--- config.mk ---
export PLATFORM = sky130hd
export DESIGN_NAME = urv_exception_unit
export DESIGN_NICKNAME = d
export VERILOG_FILES = /design/src/rtl/urv_exception_unit_pkg.sv /design/src/rtl/urv_exception_unit_irq_sync.sv /design/src/rtl/urv_exception_unit.sv
export SDC_FILE = /design/constraint.sdc
export NUM_CORES = 1
export LEC_CHECK = 0
export CORE_ASPECT_RATIO = 0.5
export CORE_UTILIZATION = 38
export DETAILED_ROUTE_END_ITERATION = 10
export GPL_TIMING_DRIVEN = 0
export PLACE_DENSITY = 0.91
export SYNTH_ARGS = -nofsm -noshare
export SYNTH_HDL_FRONTEND = slang
export SYNTH_SLANG_ARGS = --single-unit
--- constraint.sdc ---
create_clock -name clk_i -period 2.45 [get_ports clk_i]
set_clock_uncertainty 0.05 [all_clocks]
set_input_delay 0.3675 -clock clk_i [delete_from_list [all_inputs] [get_ports clk_i]]
set_output_delay 0.3675 -clock clk_i [all_outputs]
set_load 0.01 [all_outputs]
--- src/rtl/urv_exception_unit_pkg.sv ---
// Shared CSR addresses, cause codes and bit positions for the machine-mode trap controller.
// Pure constants and types: no latency, no flow control.
package urv_exception_unit_pkg;

    localparam logic [11:0] CSR_ID_MSTATUS = 12'h300;
    localparam logic [11:0] CSR_ID_MIE     = 12'h304;
    localparam logic [11:0] CSR_ID_MTVEC   = 12'h305;
    localparam logic [11:0] CSR_ID_MEPC    = 12'h341;
    localparam logic [11:0] CSR_ID_MCAUSE  = 12'h342;
    localparam logic [11:0] CSR_ID_MIP     = 12'h344;

    localparam logic [3:0] CAUSE_MISALIGN  = 4'd0;
    localparam logic [3:0] CAUSE_ILLEGAL   = 4'd2;
    localparam logic [3:0] CAUSE_EBREAK    = 4'd3;
    localparam logic [3:0] CAUSE_ECALL     = 4'd11;
    localparam logic [3:0] CAUSE_IRQ_TIMER = 4'd7;
    localparam logic [3:0] CAUSE_IRQ_EXT   = 4'd11;

    localparam int MSTATUS_MIE  = 3;
    localparam int MSTATUS_MPIE = 7;
    localparam int MIP_MTIP     = 7;
    localparam int MIP_MEIP     = 11;

    // MPP is hard-wired to machine mode
    localparam logic [31:0] MSTATUS_RESET = 32'h0000_1800;

    typedef enum logic {
        ST_RUN  = 1'b0,
        ST_HOLD = 1'b1
    } exc_state_t;

    function automatic logic [31:0] mcause_value(input logic is_irq, input logic [3:0] code);
        return {is_irq, 27'b0, code};
    endfunction

endpackage

--- src/rtl/urv_exception_unit_irq_sync.sv ---
// Interrupt source conditioning: timer tick latch (MTIP) and external level (MEIP); MTIP is 1 cycle after the tick.
// URV_EXT_IRQ_SYNC_EN adds a 2-flop synchronizer on irq_ext_i (MEIP lags 2 cycles), otherwise MEIP is combinational.
module urv_exception_unit_irq_sync (
    input  logic clk_i,
    input  logic rst_i,
    input  logic irq_ext_i,
    input  logic timer_tick_i,
    input  logic mti_taken_i,
    output logic meip,
    output logic mtip
);

    logic timer_latch;

    // A new tick arriving while the previous one is being taken must not be lost
    always_ff @(posedge clk_i) begin
        if (!rst_i) begin
            timer_latch <= 1'b0;
        end else begin
            timer_latch <= timer_tick_i | (timer_latch & ~mti_taken_i);
        end
    end

    assign mtip = timer_latch;

`ifdef URV_EXT_IRQ_SYNC_EN
    logic [1:0] ext_sync;

    always_ff @(posedge clk_i) begin
        if (!rst_i) begin
            ext_sync <= 2'b00;
        end else begin
            ext_sync <= {ext_sync[0], irq_ext_i};
        end
    end

    assign meip = ext_sync[1];
`else
    assign meip = irq_ext_i;
`endif

endmodule

--- src/rtl/urv_exception_unit.sv ---
// Machine-mode trap/interrupt controller: owns mstatus/mie/mip/mepc/mcause/mtvec; trap and mret decisions are same-cycle.
// Nothing commits while X is stalled or killed; URV_EXT_IRQ_SYNC_EN enables the external interrupt synchronizer.
module urv_exception_unit
    import urv_exception_unit_pkg::*;
#(
    parameter logic [31:0] MTVEC_RESET    = 32'h0000_0008,
    parameter int          HOLDOFF_CYCLES = 2
) (
    input  logic        clk_i,
    input  logic        rst_i,
    input  logic        x_stall_i,
    input  logic        x_kill_i,
    input  logic        x_valid_i,
    input  logic [31:0] x_pc_i,
    input  logic        x_exception_i,
    input  logic [3:0]  x_exception_cause_i,
    input  logic        d_is_csr_i,
    input  logic [11:0] d_csr_sel_i,
    input  logic [31:0] x_csr_write_value_i,
    input  logic        d_is_mret_i,
    input  logic        irq_ext_i,
    input  logic        timer_tick_i,
    output logic        x_trap_o,
    output logic        x_mret_o,
    output logic [31:0] x_redirect_pc_o,
    output logic [31:0] csr_mstatus_o,
    output logic [31:0] csr_mip_o,
    output logic [31:0] csr_mie_o,
    output logic [31:0] csr_mepc_o,
    output logic [31:0] csr_mcause_o,
    output logic [31:0] csr_mtvec_o
);

    localparam logic [2:0]  HOLDOFF_INIT = 3'(HOLDOFF_CYCLES);
    localparam logic [31:0] ADDR_MASK    = 32'hFFFF_FFFC;

    exc_state_t  state;
    logic [2:0]  hold_cnt;

    logic        mstatus_mie;
    logic        mstatus_mpie;
    logic        mie_mtie;
    logic        mie_meie;
    logic [31:0] mepc;
    logic [31:0] mcause;
    logic [31:0] mtvec;

    logic        meip;
    logic        mtip;
    logic        commit;
    logic        ext_active;
    logic        timer_active;
    logic        irq_pend;
    logic        mti_taken;
    logic        csr_write;
    logic [31:0] trap_cause;

    urv_exception_unit_irq_sync u_irq_sync (
        .clk_i        (clk_i),
        .rst_i        (rst_i),
        .irq_ext_i    (irq_ext_i),
        .timer_tick_i (timer_tick_i),
        .mti_taken_i  (mti_taken),
        .meip         (meip),
        .mtip         (mtip)
    );

    assign commit       = x_valid_i & ~x_stall_i & ~x_kill_i;
    assign ext_active   = meip & mie_meie;
    assign timer_active = mtip & mie_mtie;
    assign irq_pend     = mstatus_mie & (ext_active | timer_active) & (state == ST_RUN);

    assign x_trap_o  = commit & (x_exception_i | irq_pend);
    assign x_mret_o  = commit & d_is_mret_i & ~x_trap_o;
    assign csr_write = commit & d_is_csr_i & ~x_trap_o;

    // Exception wins over interrupt, external wins over timer
    assign mti_taken  = x_trap_o & ~x_exception_i & ~ext_active;
    assign trap_cause = x_exception_i ? mcause_value(1'b0, x_exception_cause_i)
                      : ext_active    ? mcause_value(1'b1, CAUSE_IRQ_EXT)
                      :                 mcause_value(1'b1, CAUSE_IRQ_TIMER);

    assign x_redirect_pc_o = x_trap_o ? mtvec : mepc;

    always_ff @(posedge clk_i) begin
        if (!rst_i) begin
            state    <= ST_RUN;
            hold_cnt <= 3'd0;
        end else if (x_trap_o || x_mret_o) begin
            state    <= ST_HOLD;
            hold_cnt <= HOLDOFF_INIT;
        end else if (state == ST_HOLD) begin
            if (hold_cnt <= 3'd1) begin
                state    <= ST_RUN;
                hold_cnt <= 3'd0;
            end else begin
                hold_cnt <= hold_cnt - 3'd1;
            end
        end
    end

    always_ff @(posedge clk_i) begin
        if (!rst_i) begin
            mstatus_mie  <= 1'b0;
            mstatus_mpie <= 1'b0;
            mie_mtie     <= 1'b0;
            mie_meie     <= 1'b0;
            mepc         <= 32'd0;
            mcause       <= 32'd0;
            mtvec        <= MTVEC_RESET & ADDR_MASK;
        end else if (x_trap_o) begin
            mepc         <= x_pc_i & ADDR_MASK;
            mcause       <= trap_cause;
            mstatus_mpie <= mstatus_mie;
            mstatus_mie  <= 1'b0;
        end else if (x_mret_o) begin
            mstatus_mie  <= mstatus_mpie;
            mstatus_mpie <= 1'b1;
        end else if (csr_write) begin
            case (d_csr_sel_i)
                CSR_ID_MSTATUS: begin
                    mstatus_mie  <= x_csr_write_value_i[MSTATUS_MIE];
                    mstatus_mpie <= x_csr_write_value_i[MSTATUS_MPIE];
                end
                CSR_ID_MIE: begin
                    mie_mtie <= x_csr_write_value_i[MIP_MTIP];
                    mie_meie <= x_csr_write_value_i[MIP_MEIP];
                end
                CSR_ID_MTVEC:  mtvec  <= x_csr_write_value_i & ADDR_MASK;
                CSR_ID_MEPC:   mepc   <= x_csr_write_value_i & ADDR_MASK;
                CSR_ID_MCAUSE: mcause <= x_csr_write_value_i;
                default: ;
            endcase
        end
    end

    always_comb begin
        csr_mstatus_o               = MSTATUS_RESET;
        csr_mstatus_o[MSTATUS_MIE]  = mstatus_mie;
        csr_mstatus_o[MSTATUS_MPIE] = mstatus_mpie;

        csr_mie_o                   = 32'd0;
        csr_mie_o[MIP_MTIP]         = mie_mtie;
        csr_mie_o[MIP_MEIP]         = mie_meie;

        csr_mip_o                   = 32'd0;
        csr_mip_o[MIP_MTIP]         = mtip;
        csr_mip_o[MIP_MEIP]         = meip;
    end

    assign csr_mepc_o   = mepc;
    assign csr_mcause_o = mcause;
    assign csr_mtvec_o  = mtvec;

endmodule

### Yosys cells after proc, flatten, opt, wreduce, memory -nomap -nowiden

Index checks and enable logic that the tools add are counted.

* add/sub/neg operators: 1
* magnitude comparators: 1
* equal/unequal tests: 6
* muxes and demuxes: 24
* bitwise operators: 26
* reduce and logical (&&, ||, !) cells: 17

Operators with widths (number)
* two-way mux 32 bit: 10
* equality test 12 x 10 -> 1 bit (second input constant): 5
* bitwise AND 1 bit: 14
* nonzero test 2 bit: 6
* two-way mux 1 bit: 10
* NOT 1 bit: 9
* AND reduction 4 bit: 2
* AND reduction 3 bit: 2
* nonzero test 3 bit: 2
* two-way mux 2 bit: 2
* two-way mux 4 bit: 1
* AND reduction 2 bit: 2
* OR reduction 2 bit: 2
* <= comparator 3 x 1 -> 1 bit (second input constant): 1
* two-way mux 3 bit: 1
* OR 1 bit: 3
* subtractor 3 x 1 -> 3 bit (second input constant): 1
* != test 2 bit (second input constant): 1
* logical OR 1 bit: 1

* register bits after elaboration: 101
* input bits: 90
* output and inout port bits: 226
* word-level logic and storage cells: 86

### Depth between registers and ports, before layout

* word-level depth: 11
* depth in mapped cells: 7

### By module

A second synthesis with hierarchy kept.

* cells, all modules: 722
* area total of the unflattened synthesis: 5331.4 um^2

By module, submodules not included
* urv_exception_unit: times used 1, cells an instance 718, area an instance 5282.6 um^2, seq. area each 2001.9 um^2
* urv_exception_unit_irq_sync: times used 1, cells an instance 4, area an instance 48.8 um^2, seq. area each 20.0 um^2

### Least setup slack after synthesis

No wires, ideal clock.

* path kind: in2out
* start: input x_kill_i
* end: output x_redirect_pc_o[22]
* arrival: 1.626 ns
* required time: 2.033 ns
* slack: 0.407 ns
* stages: 7
* path through: nor3b_4 > o211ai_2 > inv_2 > buf_2 > buf_1 > nand2_1 > nand2_1

* word-level cells in the longest chain between the ends: 4

RTL lines
* start: declaration: RTL line urv_exception_unit.sv:12 `input logic x_kill_i,`
* NOT 1 bit: RTL line urv_exception_unit.sv:68 `assign commit = x_valid_i & ~x_stall_i & ~x_kill_i;`
* bitwise AND 1 bit: RTL line urv_exception_unit.sv:68
* bitwise AND 1 bit: RTL line urv_exception_unit.sv:73 `assign x_trap_o = commit & (x_exception_i | irq_pend);`
* via x_trap_o: RTL line urv_exception_unit.sv:23 `output logic x_trap_o,`
* two-way mux 32 bit: RTL line urv_exception_unit.sv:83 `assign x_redirect_pc_o = x_trap_o ? mtvec : mepc;`
* end: declaration: RTL line urv_exception_unit.sv:25 `output logic [31:0] x_redirect_pc_o,`

The timed path passes the listed nets, and every way through them passes these cells.

### Final worst setup path

* start: register mie_mtie
* end: output x_redirect_pc_o[7]

* word-level cells in the longest chain between the ends: 7

RTL lines
* start: declaration: RTL line urv_exception_unit.sv:42 `logic mie_mtie;`
* start signal: assignment: RTL line urv_exception_unit.sv:126 `mie_mtie <= x_csr_write_value_i[MIP_MTIP];`
* bitwise AND 1 bit: RTL line urv_exception_unit.sv:70 `assign timer_active = mtip & mie_mtie;`
* OR 1 bit: RTL line urv_exception_unit.sv:71 `assign irq_pend = mstatus_mie & (ext_active | timer_active) & (state == ST_RUN);`
* bitwise AND 1 bit (2 in a row): RTL line urv_exception_unit.sv:71
* OR 1 bit: RTL line urv_exception_unit.sv:73
* bitwise AND 1 bit: RTL line urv_exception_unit.sv:73
* two-way mux 32 bit: RTL line urv_exception_unit.sv:83

Every way passes these cells.

==> run metrics <==
outcome finished clean; area of the multi-input gates 0.00258 mm2; critical path capture point type primary output; CP arrival 1.97 ns; Core Area 0.0130 mm2; Starting Density 40.2%; Vias/cell 4.94; reg2reg setup slack 0.09 ns; commonest non-fill, non-tap cell in the layout nand2_1; Post-Syn Instances 687; Worst path slowest cell dfxtp_1; GRT Total Usage 25.6%; share of layout cells above drive strength 1 17.4%; Hold EP csr_mcause_o[9]; CTS Buffer Depth 2; Reg area 0.00202 mm2; pin count of the biggest net entering global routing 17; Post-DP HPWL 14,300 um; post-synthesis register bit count 101; ANT nets after route 0; FP Rows 29; Worst Tran Pin Value 0.645 ns; Final min period 2.39 ns; Hold Fails Final Rpt 0; GR Overflow Total 0; syn avg cell area 7.61 um2; first-pass GRT wire length 28,800 um; via count 5,887; static leakage 3.57 nW; port bufs 216; initial antenna violation count 0; Synth Warn # 0; Final Cycle Share 97.5%; TNS Setup 0 ns; antenna cells 0; CP max FO 10; I/O pin total 316; most frequent cells in the layout nand2_1 (216), clkdlybuf4s50_1 (179), buf_4 (112); number of max-cap violations 0; fillers 1,036; Worst R2R Path Depth 7; DR DRC count 0; min-delay src csr_mcause_o[9]; top cell family by delay on the critical path buffers and inverters; Final Instance Area 0.00843 mm2; sequential area share after synthesis 38.7%; Buffers & Inverters on Critical Path 4; Skew-Pair Late Insertion Delay 0.34 ns; Max Transition Viols Final 0; hold_buf cts 0; final WL 19,100 um; Reg clk slew, reported paths 0.07 ns; hold path cells 2; area grow syn2layout 61.1%; DIE WIDTH 168 um; Pre-Repair DR Iteration Count 5; WL per Instance 16.1 um; CP Data Required Time 2.03 ns; maximum VDD drop 0.000406 V; Netlist cell types 40; Largest stage delay, worst path 0.35 ns; Hold Crit Class flip-flop to flip-flop; Fmax 0.418 GHz; gpl congestion 0.872; CP Launch Type flip-flop; placed inst area 0.00796 mm2; number of global-route vias before repair 5,540; Final setup viols 0; Power Density 447 mW/mm2; Die ar. 0.0143 mm2; CTS tree yes; root buf cell clkbuf_16; Num CTS Buffers 9; crit path cell chain a221o_1 > o211ai_2 > buf_4 > clkbuf_16 > clkbuf_16 > nand2_1 > nand2_1 > clkdlybuf4s15_1; R2R Path Start mie_mtie; die height 85.0 um; Final #Nets 1,108; cell area after synthesis 0.00523 mm2; CP Class flip-flop to primary output; Iter 0 DRT Violations 381; Max-Slew Margin vs Limit 56.6%; clk sinks 101; FF-to-FF End csr_mepc_o[20]; H-Tree Depth 3
## timing repair
action,in CTS,in global routing
setup buffers,5,2
endpoints found under the setup margin,32,61
gates cloned,1,0
pin swaps,2,4
resized for setup,121,10
## layer usage
metal / up-vias / track usage, % / routed length, um / share of wire [%]
li1: 2728 / - / - / -
met4: 0 / 12.8 / 916 / 4.8
met1: 2732 / 28.6 / 7230 / 38
met2: 350 / 47.0 / 9550 / 50
met3: 77 / 5.18 / 1430 / 7.5
met5: - / 0 / 0 / 0
## registers in the layout, summed over array words and instances, names as in the netlist
signal,cells
u_irq_sync.mtip,1
csr_mcause_o,32
mstatus_mie,1
mie_meie,1
csr_mepc_o,30
state,1
hold_cnt,3
mie_mtie,1
mstatus_mpie,1
csr_mtvec_o,30
## how the worst max path moves through the flow
| stage | start | to | slack, ns | depth (start not counted) |
|---|---|---|---|---|
| 3_3_place_gp | x_exception_i | x_redirect_pc_o[24] | -1.04 | 8 |
| 4_1_cts | x_valid_i | x_redirect_pc_o[29] | 0.002 | 9 |
| 2_1_floorplan | x_kill_i | x_redirect_pc_o[22] | 0.41 | 7 |
| 6_report | mie_mtie | x_redirect_pc_o[7] | 0.06 | 8 |
| 3_5_place_dp | x_exception_i | x_redirect_pc_o[2] | -1.07 | 8 |
| 5_1_grt | d_csr_sel_i[5] | csr_mcause_o[2] | -0.008 | 8 |
## per-stage QoR
step	power (W)	hold slack [ns]	worst slack, ns	std cells	utilization, %
6_report	0.00377	0.402	0.0601	1191	64.7
5_1_grt	0.00389	0.428	-0.00794	1191	64.7
4_1_cts	0.00375	0.406	0.00162	1189	64.7
3_5_place_dp	0.00225	0.396	-1.07	1167	61.1
3_3_place_gp	0.00224	0.388	-1.04	1167	61.1
2_1_floorplan	0.00200	0.425	0.407	781	-
## synthesized netlist by cell type (all sizes together)
cell type / instances / share of area (%)
o211ai: 1 / 0.24
nand4b: 2 / 0.33
inv: 5 / 0.36
ha: 2 / 0.48
o32ai: 1 / 0.17
nand2b: 5 / 0.60
buf: 122 / 17
dfxtp: 101 / 39
nand2: 216 / 15
o21ai: 36 / 3.4
nor4: 6 / 0.96
nor4b: 1 / 0.29
a221oi: 1 / 0.17
nor2: 40 / 2.9
or4b: 1 / 0.26
or3: 1 / 0.12
nor2b: 2 / 0.24
clkinv: 1 / 0.072
mux2: 2 / 0.43
nor3b: 3 / 0.65
o22ai: 2 / 0.24
nand4: 2 / 0.36
mux2i: 33 / 6.3
a21oi: 34 / 3.3
a221o: 1 / 0.19
conb: 2 / 0.14
nand3: 4 / 0.38
clkbuf: 21 / 1.5
a31oi: 34 / 4.1
o311a: 1 / 0.19
nor3: 1 / 0.096
o21a: 1 / 0.14
a2bb2oi: 2 / 0.33
## cells by family after synthesis
group	Yosys count	synth area share, %
simple gates	284	22.6
buf+inv	149	18.9
compound gates	114	12.4
flops	101	38.7
mux	35	6.74
fa+ha+maj	2	0.478
other cells	2	0.144
## worst register-to-register path, cell delays in order, from the launching register on
cell and delay (ns):
dfxtp_1 0.35, a221o_1 0.35, o211ai_2 0.11, buf_4 0.15, buf_4 0.12, clkbuf_1 0.45
clkbuf_1 0.46, a31oi_1 0.17
## final cells by class
type,instances,share of cell area (%)
Inverter,6,0.267
Timing Repair Buffer,224,25.6
Multi-Input combinational cell,531,30.6
Sequential cell,101,24.0
Clock buffer,11,2.76
Buffer,143,13.2
Clock inverter,5,0.995
Tap cell,170,2.52
## report_power, final
part	leakage [nW]	switching (W)	internal, W
Clock	0.146	0.000631	0.000900
Combinational	2.60	0.000257	0.000308
Sequential	0.816	0.0000142	0.00166
Total	3.57	0.000902	0.00287
Power figures use the tool's default switching activity.
==> RTL change (same flow settings) <==
Put a register stage on the output `csr_mstatus_o`, with the module's reset. The value now appears one clock later. The other outputs are not delayed to match.
--- a/src/rtl/urv_exception_unit.sv
+++ b/src/rtl/urv_exception_unit.sv
@@ -35,2 +35,4 @@
     localparam logic [31:0] ADDR_MASK    = 32'hFFFF_FFFC;
+
+    logic [31:0] csr_mstatus_d;
 
@@ -137,5 +139,5 @@
     always_comb begin
-        csr_mstatus_o               = MSTATUS_RESET;
-        csr_mstatus_o[MSTATUS_MIE]  = mstatus_mie;
-        csr_mstatus_o[MSTATUS_MPIE] = mstatus_mpie;
+        csr_mstatus_d               = MSTATUS_RESET;
+        csr_mstatus_d[MSTATUS_MIE]  = mstatus_mie;
+        csr_mstatus_d[MSTATUS_MPIE] = mstatus_mpie;
 
@@ -154,2 +156,10 @@
 
+    always_ff @(posedge clk_i) begin
+        if (!rst_i) begin
+            csr_mstatus_o <= '0;
+        end else begin
+            csr_mstatus_o <= csr_mstatus_d;
+        end
+    end
+
 endmodule
Check against the original RTL: not equivalent (Yosys sat finds a counterexample within 4 cycles, from zero or initial values and one cycle with rst_i low).
==> RTL change against the original RTL <==
- area after synthesis grew 0.65%
- die area grew 0.64%
- power decreased by 4.1%
- first-iteration DRC count is 61% higher
- non-clock buffer count rose by 9
- sequential cell count grew 3
- wire length grew 10%
- cell area rose by 0.52%
- worst setup slack worse by 0.057 ns
- via count is 7.5% higher
- highest routed layer unchanged
==> RTL change: results (changes against the original RTL) <==
Detailed routing
  – Routed vias/inst: 5.06 (was 4.94)
  – Initial drt markers: 612 (was 381)
  – Total wire length: 21100 um (was 19100 um)

Final layout
  – Core Util, Final: 64.7% (about the same)
  – Filler instances: 1027 (was 1036)
  – Layout cells sized above 1: 17.9% (was 17.4%)
  – Nets: 1155 (was 1108)

Power
  – Lkg Pwr: 3.62 nW (was 3.57 nW)
  – Worst vdd ir: 0.000394 V (was 0.000406 V)

Synthesis
  – Post-synth top cells: nand2_1 (278), dfxtp_1 (104), buf_4 (100) (was nand2_1 (216), buf_4 (105), dfxtp_1 (101))
  – Synth unique cells: 46 (was 40)
  – Synth top area cells: dfxtp_1 (40%), nand2_1 (20%), buf_4 (14%) (was dfxtp_1 (39%), nand2_1 (15%), buf_4 (15%))
  – Sequential element share of the synthesized area: 39.5% (was 38.7%)

Place
  – Post-placement cell area: 8040 um^2 (was 7960 um^2)
  – Dpl hpwl: 15000 um (was 14300 um)
  – GPL Wtd Cong: 0.873 (was 0.872)
  – Input/output buffers: 219 (was 216)
  – Pre-CTS setup slack: -1.19 ns (was -1.07 ns)

Critical path
  – FF-to-FF Start: mie_meie$_SDFFE_PN0P_ (was mie_mtie$_SDFFE_PN0P_)
  – WP data arrival: 2.03 ns (was 1.97 ns)

STA
  – Final critical-path required period: 2.45 ns (was 2.39 ns)
  – Rel. slew slack: 55.3% (was 56.6%)

Global route
  – Vias in the first global route: 6033 (was 5540)
  – Total GRT Usage: 27.6% (was 25.6%)
  – First-pass GRT wire length: 31000 um (was 28800 um)
  – Largest net degree at the start of global routing: 15 (was 17)

Min path
  – Hold Startpoint: csr_mcause_o[7]$_SDFFE_PN0P_ (was csr_mcause_o[9]$_SDFFE_PN0P_)

Status
  – Outcome: completed (unchanged)
## RTL change: per-layer routing
metal	GRT usage [%]	part of all wire, %	up-vias
met1	30.8	37	2929
met4	15.5	5.4	0
met2	49.5	49	429
met3	6.11	8.7	108
met5	0	0	-
li1	-	-	2863
## RTL change: logic make-up after synthesis
family	Yosys count	synth area share, %
simple gates	313	24.4
buf+inv	152	18.9
compound gates	151	16.0
flops	104	39.5
mux	3	0.594
fa+ha+maj	2	0.475
other cells	1	0.0712
## RTL change: critical path: stages, from the launching register on
cell and delay, ns:
dfxtp_4 0.35, a221o_1 0.32, o211ai_1 0.21, bufinv_8 0.28, buf_6 0.13, clkbuf_16 0.15, nand2_1 0.06, nand2_1 0.05
buf_2 0.14
## RTL change: final timing paths
| check | end | slack (ns) |
|---|---|---|
| min reg2reg | csr_mcause_o[7]$_SDFFE_PN0P_ | 0.41 |
| max | x_redirect_pc_o[20] | 0.003 |
| max reg2reg | csr_mepc_o[17]$_SDFFE_PN0P_ | 0.21 |
| min | csr_mcause_o[7]$_SDFFE_PN0P_ | 0.41 |
## RTL change: repair_timing
item | 4_1_cts | 5_1_grt
buffers inserted | 14 | 1
gates cloned | 0 | 2
resized for setup | 156 | 26
pin swaps | 2 | 2
endpoints found under the setup margin | 94 | 63
hold buffers | 0 | 0
## RTL change: stage by stage
stage | instances | TNS [ns]
after global routing | 1252 | -0.478
after global placement | 1224 | -61.91
after detailed placement | 1224 | -66.96
after floorplan | 819 | 0
after CTS | 1252 | 0
final | 1252 | 0
## RTL change: power by group through the flow
stage | Combinational [W] | Sequential, W | Clock (W)
floorplan | 0.000280 | 0.00176 | 0
global placement | 0.000538 | 0.00176 | 0
detailed placement | 0.000545 | 0.00176 | 0
CTS | 0.000553 | 0.00172 | 0.00131
global route | 0.000614 | 0.00172 | 0.00140
finish | 0.000579 | 0.00172 | 0.00131
## RTL change: area by class of cell
cell class                 count  area share [%]
inverter                       9           0.561
clock buffer                  13            2.95
multi-input combinational    563            30.5
clock inverter                 1          0.0591
tap                          186            2.75
timing repair buffer         236            26.4
buffer                       140            12.1
sequential                   104            24.7
